[src/rtl/systolic_feed_ctrl_if.sv]
// systolic_feed_ctrl_if: control/status bundle between a systolic feed sequencer and its host.
interface systolic_feed_ctrl_if #(
    parameter int MAC_WIDTH = 4,
    parameter int CNT_W     = 8
);
    logic                 start;
    logic [CNT_W-1:0]     cols;
    logic                 matrix_in_valid;
    logic                 stall;
    logic                 matrix_in_request;
    logic [MAC_WIDTH-1:0] feed_en;
    logic [CNT_W:0]       wave;
    logic                 busy;
    logic                 done;
    logic                 err;

    modport master (
        output start, cols, matrix_in_valid, stall,
        input  matrix_in_request, feed_en, wave, busy, done, err
    );

    modport slave (
        input  start, cols, matrix_in_valid, stall,
        output matrix_in_request, feed_en, wave, busy, done, err
    );
endinterface

[src/rtl/systolic_feed_ctrl.sv]
// systolic_feed_ctrl: sequences skewed (staircase) lane enables feeding a MAC_WIDTH-row systolic array.
module systolic_feed_ctrl #(
    parameter int MAC_WIDTH = 4,
    parameter int CNT_W     = 8
) (
    input logic                 clock,
    input logic                 reset,
    systolic_feed_ctrl_if.slave bus
);
    localparam int DW = $clog2(MAC_WIDTH + 1);
    typedef enum logic [2:0] {IDLE, REQ, FEED, DRAIN, DONE} state_t;
    state_t           state, state_n;
    logic [CNT_W-1:0] cols_q, cols_n;
    logic [CNT_W:0]   wave_q, wave_n;
    logic [DW-1:0]    drain_q, drain_n;
    logic             err_q, err_n;
    logic             last_wave;
    logic [CNT_W+1:0] w;
    logic [MAC_WIDTH-1:0] fe;

    assign last_wave = wave_q == {1'b0, cols_q} + (CNT_W+1)'(MAC_WIDTH - 2);
    assign w = {1'b0, wave_q};

    always_ff @(posedge clock) begin
        if (reset) begin
            state   <= IDLE;
            cols_q  <= '0;
            wave_q  <= '0;
            drain_q <= '0;
            err_q   <= 1'b0;
        end else begin
            state   <= state_n;
            cols_q  <= cols_n;
            wave_q  <= wave_n;
            drain_q <= drain_n;
            err_q   <= err_n;
        end
    end

    always_comb begin
        state_n = state;
        cols_n  = cols_q;
        wave_n  = wave_q;
        drain_n = drain_q;
        err_n   = 1'b0;
        case (state)
            IDLE: if (bus.start) begin
                if (bus.cols != '0) begin
                    cols_n  = bus.cols;
                    state_n = REQ;
                end else err_n = 1'b1;
            end
            REQ: if (bus.matrix_in_valid) begin
                state_n = FEED;
                wave_n  = '0;
            end
            FEED: if (!bus.stall) begin
                if (last_wave) begin
                    state_n = DRAIN;
                    wave_n  = '0;
                    drain_n = '0;
                end else wave_n = wave_q + 1'b1;
            end
            // drain length is fixed so stall cannot stretch the flush
            DRAIN: if (drain_q == DW'(MAC_WIDTH - 1)) state_n = DONE;
                   else drain_n = drain_q + 1'b1;
            DONE: state_n = IDLE;
            default: state_n = IDLE;
        endcase
    end

    // row i is live while its column index (wave - i) lies in 0..cols-1
    always_comb begin
        fe = '0;
        for (int i = 0; i < MAC_WIDTH; i++)
            fe[i] = state == FEED && !bus.stall && w >= (CNT_W+2)'(i)
                    && w < (CNT_W+2)'(i) + (CNT_W+2)'(cols_q);
    end

    assign bus.feed_en           = fe;
    assign bus.wave              = wave_q;
    assign bus.matrix_in_request = state == REQ;
    assign bus.busy              = state != IDLE;
    assign bus.done              = state == DONE;
    assign bus.err               = err_q;
endmodule

[src/flat_wrapper.sv]
// flat-port wrapper written by rule: the top's interface ports become plain ports
module systolic_feed_ctrl_flat 
#(
    parameter int MAC_WIDTH = 4,
    parameter int CNT_W     = 8
)
  (clock, reset, bus_start, bus_cols, bus_matrix_in_valid, bus_stall, bus_matrix_in_request, bus_feed_en, bus_wave, bus_busy, bus_done, bus_err);
  systolic_feed_ctrl_if #(.MAC_WIDTH(MAC_WIDTH), .CNT_W(CNT_W)) bus_i ();
  input logic clock;
  input logic reset;
  input wire logic [$bits(bus_i.start)-1:0] bus_start;
  input wire logic [$bits(bus_i.cols)-1:0] bus_cols;
  input wire logic [$bits(bus_i.matrix_in_valid)-1:0] bus_matrix_in_valid;
  input wire logic [$bits(bus_i.stall)-1:0] bus_stall;
  output wire logic [$bits(bus_i.matrix_in_request)-1:0] bus_matrix_in_request;
  output wire logic [$bits(bus_i.feed_en)-1:0] bus_feed_en;
  output wire logic [$bits(bus_i.wave)-1:0] bus_wave;
  output wire logic [$bits(bus_i.busy)-1:0] bus_busy;
  output wire logic [$bits(bus_i.done)-1:0] bus_done;
  output wire logic [$bits(bus_i.err)-1:0] bus_err;
  assign bus_i.start = bus_start;
  assign bus_i.cols = bus_cols;
  assign bus_i.matrix_in_valid = bus_matrix_in_valid;
  assign bus_i.stall = bus_stall;
  assign bus_matrix_in_request = bus_i.matrix_in_request;
  assign bus_feed_en = bus_i.feed_en;
  assign bus_wave = bus_i.wave;
  assign bus_busy = bus_i.busy;
  assign bus_done = bus_i.done;
  assign bus_err = bus_i.err;
  systolic_feed_ctrl #(.MAC_WIDTH(MAC_WIDTH), .CNT_W(CNT_W)) u_core (.clock(clock), .reset(reset), .bus(bus_i));
endmodule
[config.mk]
export PLATFORM = sky130hd
export DESIGN_NAME = systolic_feed_ctrl_flat
export DESIGN_NICKNAME = d
export VERILOG_FILES = /design/src/rtl/systolic_feed_ctrl_if.sv /design/src/rtl/systolic_feed_ctrl.sv /design/src/flat_wrapper.sv
export SDC_FILE = /design/constraint.sdc
export NUM_CORES = 1
export LEC_CHECK = 0
export CAP_MARGIN = 20
export CORE_MARGIN = 3
export CORE_UTILIZATION = 50
export CTS_CLUSTER_DIAMETER = 120
export DETAILED_ROUTE_END_ITERATION = 16
export PLACE_DENSITY = 0.86
export SYNTH_ARGS = -nofsm -noshare
export SYNTH_HDL_FRONTEND = slang
export SYNTH_SLANG_ARGS = --single-unit
[constraint.sdc]
create_clock -name clock -period 2.64 [get_ports clock]
set_clock_uncertainty 0.15 [all_clocks]
set_input_delay 0.396 -clock clock [delete_from_list [all_inputs] [get_ports clock]]
set_output_delay 0.396 -clock clock [all_outputs]
set_load 0.01 [all_outputs]
==> results of run 1 <==
-- Yosys cell counts, types with 5 or more instances --
library cell | instances | area share (%)
a21oi_1 | 8 | 1.7
nand3_1 | 11 | 2.4
ha_1 | 43 | 23
xor2_1 | 7 | 2.7
dfxtp_1 | 24 | 21
and3_1 | 8 | 2.2
inv_1 | 15 | 2.5
clkbuf_1 | 6 | 0.98
nor2b_1 | 5 | 1.4
nor4_1 | 7 | 1.9
nor2_1 | 25 | 4.1
xnor2_1 | 18 | 6.9
mux2i_1 | 7 | 3.1
o21ai_0 | 7 | 1.5
nand2b_1 | 5 | 1.4
nor3_1 | 8 | 1.7
nand2_1 | 10 | 1.6
-- cell type report --
cell class / count / area share (%)
Clock inverter: 1 / 0.918
Timing Repair Buffer: 88 / 22.7
Tap cell: 50 / 1.91
Clock buffer: 3 / 1.26
Inverter: 15 / 1.91
Multi-Input combinational cell: 213 / 56.3
Sequential cell: 24 / 15.0
-- power groups by stage --
stage               clock, mW  combinational [mW]  sequential (mW)
finish                  0.332               0.400            0.391
global route            0.353               0.425            0.393
CTS                     0.333               0.360            0.390
detailed placement          0               0.335            0.397
global placement            0               0.322            0.395
floorplan                   0               0.190            0.402
-- worst reg2reg max path, stage by stage (launching register included) --
cell and delay (ps):
dfxtp_4 380, buf_4 160, inv_1 100, buf_4 170, nor3_4 170, nand2_2 100
ha_4 280, nand3_1 100, buf_4 160, nor4_4 200, buf_4 180, o22a_1 170
buf_12 130, nor2_1 50
-- kinds of logic (layout without fill, tap and decap cells) --
group	count (synthesis)	after routing	synth area share, %
adder cells (fa/ha/maj)	43	43	23.5
buffers and inverters	28	107	6.00
flip-flops	24	24	21.0
XOR/XNOR	25	25	9.55
AND/OR/NAND/NOR	95	95	23.4
AO/OA/AOI/OAI	41	41	12.6
multiplexers	9	9	4.04
-- registers in the layout (all words and copies together) (netlist names) --
name / flops
u_core.cols_q: 8
u_core.state: 3
u_core.drain_q: 3
u_core.bus.wave: 9
u_core.bus.err: 1
-- worst paths after layout --
| check | startpoint | endpoint | slack, ps | cells after the start |
|---|---|---|---|---|
| setup reg to reg | u_core.cols_q[2]$_SDFFE_PP0P_ | u_core.bus.wave[4]$_SDFFE_PP0P_ | 40 | 13 |
| hold reg to reg | u_core.drain_q[1]$_SDFFE_PP0P_ | u_core.drain_q[1]$_SDFFE_PP0P_ | 360 | 2 |
| setup / recovery | u_core.cols_q[1]$_SDFFE_PP0P_ | bus_feed_en[3] | -380 | 11 |
| hold / removal | u_core.drain_q[1]$_SDFFE_PP0P_ | u_core.drain_q[1]$_SDFFE_PP0P_ | 360 | 2 |
-- routing by layer --
metal / track usage [%] / up-vias / share of wire [%]
li1: - / 1119 / -
met2: 45.2 / 96 / 50
met5: 0 / - / 0
met1: 27.8 / 1113 / 40
met3: 5.34 / 30 / 5.5
met4: 13.5 / 0 / 4.5
-- per-stage QoR --
step | cell area (um^2) | setup TNS, ps | hold slack, ps | power [mW]
2_1_floorplan | 2310 | -18.9 | 306 | 0.592
3_3_place_gp | 2990 | -1370 | 319 | 0.718
3_5_place_dp | 2990 | -1750 | 343 | 0.732
4_1_cts | 3160 | -2030 | 356 | 1.08
5_1_grt | 3270 | -2040 | 376 | 1.17
6_report | 3270 | -1070 | 356 | 1.12
-- timing repair --
action,in CTS,in global routing
setup endpoints to repair,16,17
buffers inserted,3,4
gates resized for setup,41,16
hold endpoints to repair,0,0
pin swaps,12,12
==> results.py, run 1 <==
metrics = {
    "layout": {
        "fin_nets": 401,
        "multi_input_area_um2": 1840,
        "postLayoutCoreUtil_pct": 77.8,
        "seqCellArea_um2": 492,
        "final_cell_mix": "buf_4, ha_1, clkdlybuf4s50_1",
        "final_common_cell": "buf_4",
        "antennaDiodeCount": 0,
        "drive_gt1_share_pct": 30.2,
        "areaGrowthSynthToFinish_pct": 42.6,
        "fill_cells": 255,
        "fin_cells": 394,
    },
    "timing": {
        "timing.final.crit_share_pct": 115,
        "fin_ws_ps": -384,
        "min_period_ps": 3020,
        "timing.final.setup_violations": 3,
        "fmax_ghz": 0.331,
        "drv_slew": 0,
        "hold_viol": 0,
        "rsz0062_at_grt": "yes",
        "worstMarginPinSlew_ps": 473,
        "maxSlewHeadroom_pct": 68.0,
    },
    "power_and_ir_drop": {
        "power_frac_comb_pct": 35.6,
        "pwr-share-seq_pct": 34.8,
        "swShare_pct": 30.4,
        "ir_worst_vdd_uv": 324,
        "p_sw_uw": 342,
        "leakage_nw": 1.43,
        "power.density_nw_per_um2": 343,
        "pwr-share-clk_pct": 29.6,
        "power.internal_uw": 781,
    },
    "critical_path": {
        "worstPathMaxFanout": 3,
        "path_cells": "inv_4 -> ha_4 -> a21oi_4 -> nor3_2 -> xnor2_1 -> ha_1 -> and3_1 -> nor4_2 -> o21ai_1 -> a311oi_2 -> buf_2",
        "cp_num_buf_inv": 2,
        "critPathCaptureType": "output pin",
        "cp_slowest_cell": "dfxtp_4",
        "critical_path_class": "reg2out",
        "critical_path.top_delay_family": "compound AO/OA/AOI/OAI gates",
        "required_ps": 2090,
        "worst_setup_path_start_kind": "flip-flop",
        "slowest_delay_ps": 390,
        "worst_ep_arrival_time_ps": 2480,
    },
    "grt": {
        "grt_pass1_wl_um": 10600,
        "grt_start_max_net_pins": 19,
        "antenna_found_initial": 0,
        "grt.overflow.total": 0,
        "track_usage_pct": 25.4,
        "first_global_vias": 2346,
    },
    "detailed_routing": {
        "vias": 2358,
        "wirelength_um": 7080,
        "drtIter0Drc": 132,
        "post_drt_wl_per_cell_um": 18.0,
        "drc": 0,
        "first_pass_iters": 4,
        "viasPerCell": 5.98,
        "antenna_left": 0,
    },
    "synthesis": {
        "synth_edf_count": 0,
        "seq_area_frac_synth_pct": 21.0,
        "yosys_warnings": 0,
        "ys_seq_elements": 24,
        "synth_cell_type_count": 47,
        "async_flop_share_pct": 0,
        "syn_avg_cell_area_um2": 8.65,
        "syn_nets": 321,
        "syn-cell-area_um2": 2290,
        "synth_ff_type": "dfxtp_1",
        "netlist_instances": 265,
    },
    "clock_network": {
        "cts_tree": "built",
        "cts_inserted_buffers": 3,
        "clk_path_buf_depth": 2,
        "clkTransAtPathRegs_ps": 90,
        "postCtsHoldBufs": 0,
        "root_buffer": "clkbuf_8",
        "clock-sinks": 24,
        "clock_latency_ps": 280,
        "htree_levels": 1,
    },
    "die": {
        "dieArea_um2": 5430,
        "coreArea_um2": 4200,
        "die_x_um": 73.7,
        "fp.dieH_um": 73.7,
        "ios": 30,
        "num_rows": 23,
        "start_util_pct": 54.6,
    },
    "place": {
        "place_congestion": 0.902,
        "post-place-ws_ps": -563,
        "numPortBuffers": 29,
        "dp.cells": 384,
        "hpwl_um": 4820,
    },
    "min_path": {
        "hp-class": "reg2reg",
    },
    "status": {
        "violations": "setup timing",
        "status": "finished with violations",
    },
    "run": {
        "drv_cap": 0,
    },
}
No activity file was read; power rests on OpenSTA's default activity.
==> run 2, diff against run 1 <==
Settings changed: CAP_MARGIN 20 to 0.
==> results of run 2 <==
The final DEF is identical to that of run 1; final timing and power are the same.
==> run 3, diff against run 2 <==
Settings changed: MAX_ROUTING_LAYER set to met4.
==> results.py, run 3 (same netlist as run 1, synthesis figures left out) <==
metrics = {
    "status": {
        "status": "finished with violations",
        "violations": "setup timing",
    },
    "timing": {
        "fmax_ghz": 0.322,
        "timing.final.setup_violations": 4,
        "timing.final.crit_share_pct": 118,
        "worstMarginPinSlew_ps": 498,
        "fin_ws_ps": -462,
        "hold_viol": 0,
        "drv_slew": 0,
        "min_period_ps": 3100,
        "rsz0062_at_grt": "yes",
        "fin_setup_tns_ps": -1220,
        "maxSlewHeadroom_pct": 66.4,
    },
    "power_and_ir_drop": {
        "p_sw_uw": 381,
        "pwr-share-seq_pct": 33.3,
        "pwr-share-clk_pct": 28.6,
        "power.internal_uw": 803,
        "leakage_nw": 1.51,
        "power.density_nw_per_um2": 337,
        "power_frac_comb_pct": 38.1,
        "ir_worst_vdd_uv": 329,
        "swShare_pct": 32.2,
    },
    "layout": {
        "areaGrowthSynthToFinish_pct": 53.1,
        "final_common_cell": "buf_4",
        "fin_area_um2": 3510,
        "postLayoutCoreUtil_pct": 83.5,
        "final_cell_mix": "buf_4, ha_1, clkdlybuf4s50_1",
        "fin_cells": 402,
        "antennaDiodeCount": 0,
        "largest_reg_flops": 9,
        "fin_nets": 409,
        "fill_cells": 229,
        "drive_gt1_share_pct": 36.6,
    },
    "clock_network": {
        "htree_levels": 1,
        "clk_path_buf_depth": 2,
        "clock-sinks": 24,
        "clock_latency_ps": 280,
        "cts_inserted_buffers": 3,
        "postCtsHoldBufs": 0,
        "root_buffer": "clkbuf_8",
        "cts_tree": "built",
        "clkTransAtPathRegs_ps": 90,
    },
    "die": {
        "start_util_pct": 54.6,
        "die_x_um": 73.7,
        "coreArea_um2": 4200,
        "dieArea_um2": 5430,
        "num_rows": 23,
        "ios": 30,
        "fp.dieH_um": 73.7,
    },
    "detailed_routing": {
        "first_pass_iters": 6,
        "wirelength_um": 8780,
        "post_drt_wl_per_cell_um": 21.8,
        "antenna_left": 0,
        "drc": 0,
        "drtIter0Drc": 242,
        "vias": 2581,
        "viasPerCell": 6.42,
    },
    "place": {
        "numPortBuffers": 29,
        "dp.cells": 383,
        "post-place-ws_ps": -540,
        "place_congestion": 0.965,
        "hpwl_um": 4870,
        "placedInstanceArea_um2": 2980,
    },
    "grt": {
        "antenna_found_initial": 0,
        "grt_pass1_wl_um": 11400,
        "first_global_vias": 2441,
        "grt_start_max_net_pins": 19,
        "grt.overflow.total": 0,
        "track_usage_pct": 28.1,
    },
    "critical_path": {
        "worst_ep_arrival_time_ps": 2560,
        "critical_path.top_delay_family": "compound AO/OA/AOI/OAI gates",
        "path_cells": "inv_4 -> ha_4 -> a21oi_4 -> nor3_2 -> xnor2_1 -> ha_1 -> a22o_1 -> nor4_2 -> o21ai_1 -> a311oi_2 -> buf_2",
        "critical_path_class": "reg2out",
        "reg2regPathDepth": 12,
        "critPathCaptureType": "output pin",
        "cp_num_buf_inv": 2,
        "worstPathMaxFanout": 3,
        "critical_path_depth": 11,
        "cp_slowest_cell": "dfxtp_4",
        "worst_setup_path_start_kind": "flip-flop",
        "slowest_delay_ps": 390,
        "required_ps": 2090,
    },
    "min_path": {
        "hp-class": "reg2reg",
        "hold_depth": 2,
    },
    "run": {
        "drv_cap": 0,
    },
}
run 3: cell type report:
class                           count  area [um^2]  share of cell area [%]
Clock inverter                      1         30.0                   0.856
Inverter                           15         62.6                    1.78
Timing Repair Buffer               96          816                    23.3
Sequential cell                    24          493                    14.1
Clock buffer                        3         41.3                    1.18
Multi-Input combinational cell    213         2000                    57.1
Tap cell                           50         62.6                    1.78
run 3: worst paths after layout:
check                                                    start  slack (ps)                             end
worst max-delay path             u_core.cols_q[1]$_SDFFE_PP0P_        -460                  bus_feed_en[3]
worst min-delay path            u_core.drain_q[1]$_SDFFE_PP0P_         370  u_core.drain_q[1]$_SDFFE_PP0P_
worst max register to register   u_core.cols_q[2]$_SDFFE_PP0P_          30  u_core.drain_q[2]$_SDFFE_PP0P_
worst min register to register  u_core.drain_q[1]$_SDFFE_PP0P_         370  u_core.drain_q[1]$_SDFFE_PP0P_
run 3: worst reg2reg max path: stages (launching register included):
cell and delay, ps:
dfxtp_4 410, ha_4 170, buf_6 130, buf_4 110
nand3_2 80, xnor2_1 140, ha_1 320, nand3_2 90
buf_4 130, nor4_4 40, buf_4 150, a21oi_2 200
mux2_2 370
run 3: power groups by stage:
stage               sequential (mW)  combinational, mW  clock, mW
CTS                           0.390              0.367      0.339
detailed placement            0.397              0.336          0
floorplan                     0.402              0.190          0
global placement              0.395              0.322          0
global route                  0.396              0.474      0.356
finish                        0.394              0.451      0.338
run 3: per-stage QoR:
stage / power, mW / hold slack [ps]
finish: 1.18 / 370
global route: 1.23 / 424
CTS: 1.10 / 353
detailed placement: 0.733 / 338
global placement: 0.717 / 319
floorplan: 0.592 / 306
run 3: timing repair:
action                                  in CTS  in global routing
gates resized for setup                     42                 45
gates cloned                                 0                  0
endpoints found under the setup margin      16                 16
buffers inserted                             5                 10
pin swaps                                   13                 29
run 3: metal layers:
metal / wire [um] / part of all wire (%) / track usage, % / vias up
li1: - / - / - / 1136
met4: 535 / 6.1 / 13.1 / 0
met5: 0 / 0 / - / -
met3: 747 / 8.5 / 4.65 / 58
met1: 3280 / 37 / 30.7 / 1208
met2: 4210 / 48 / 49.2 / 179
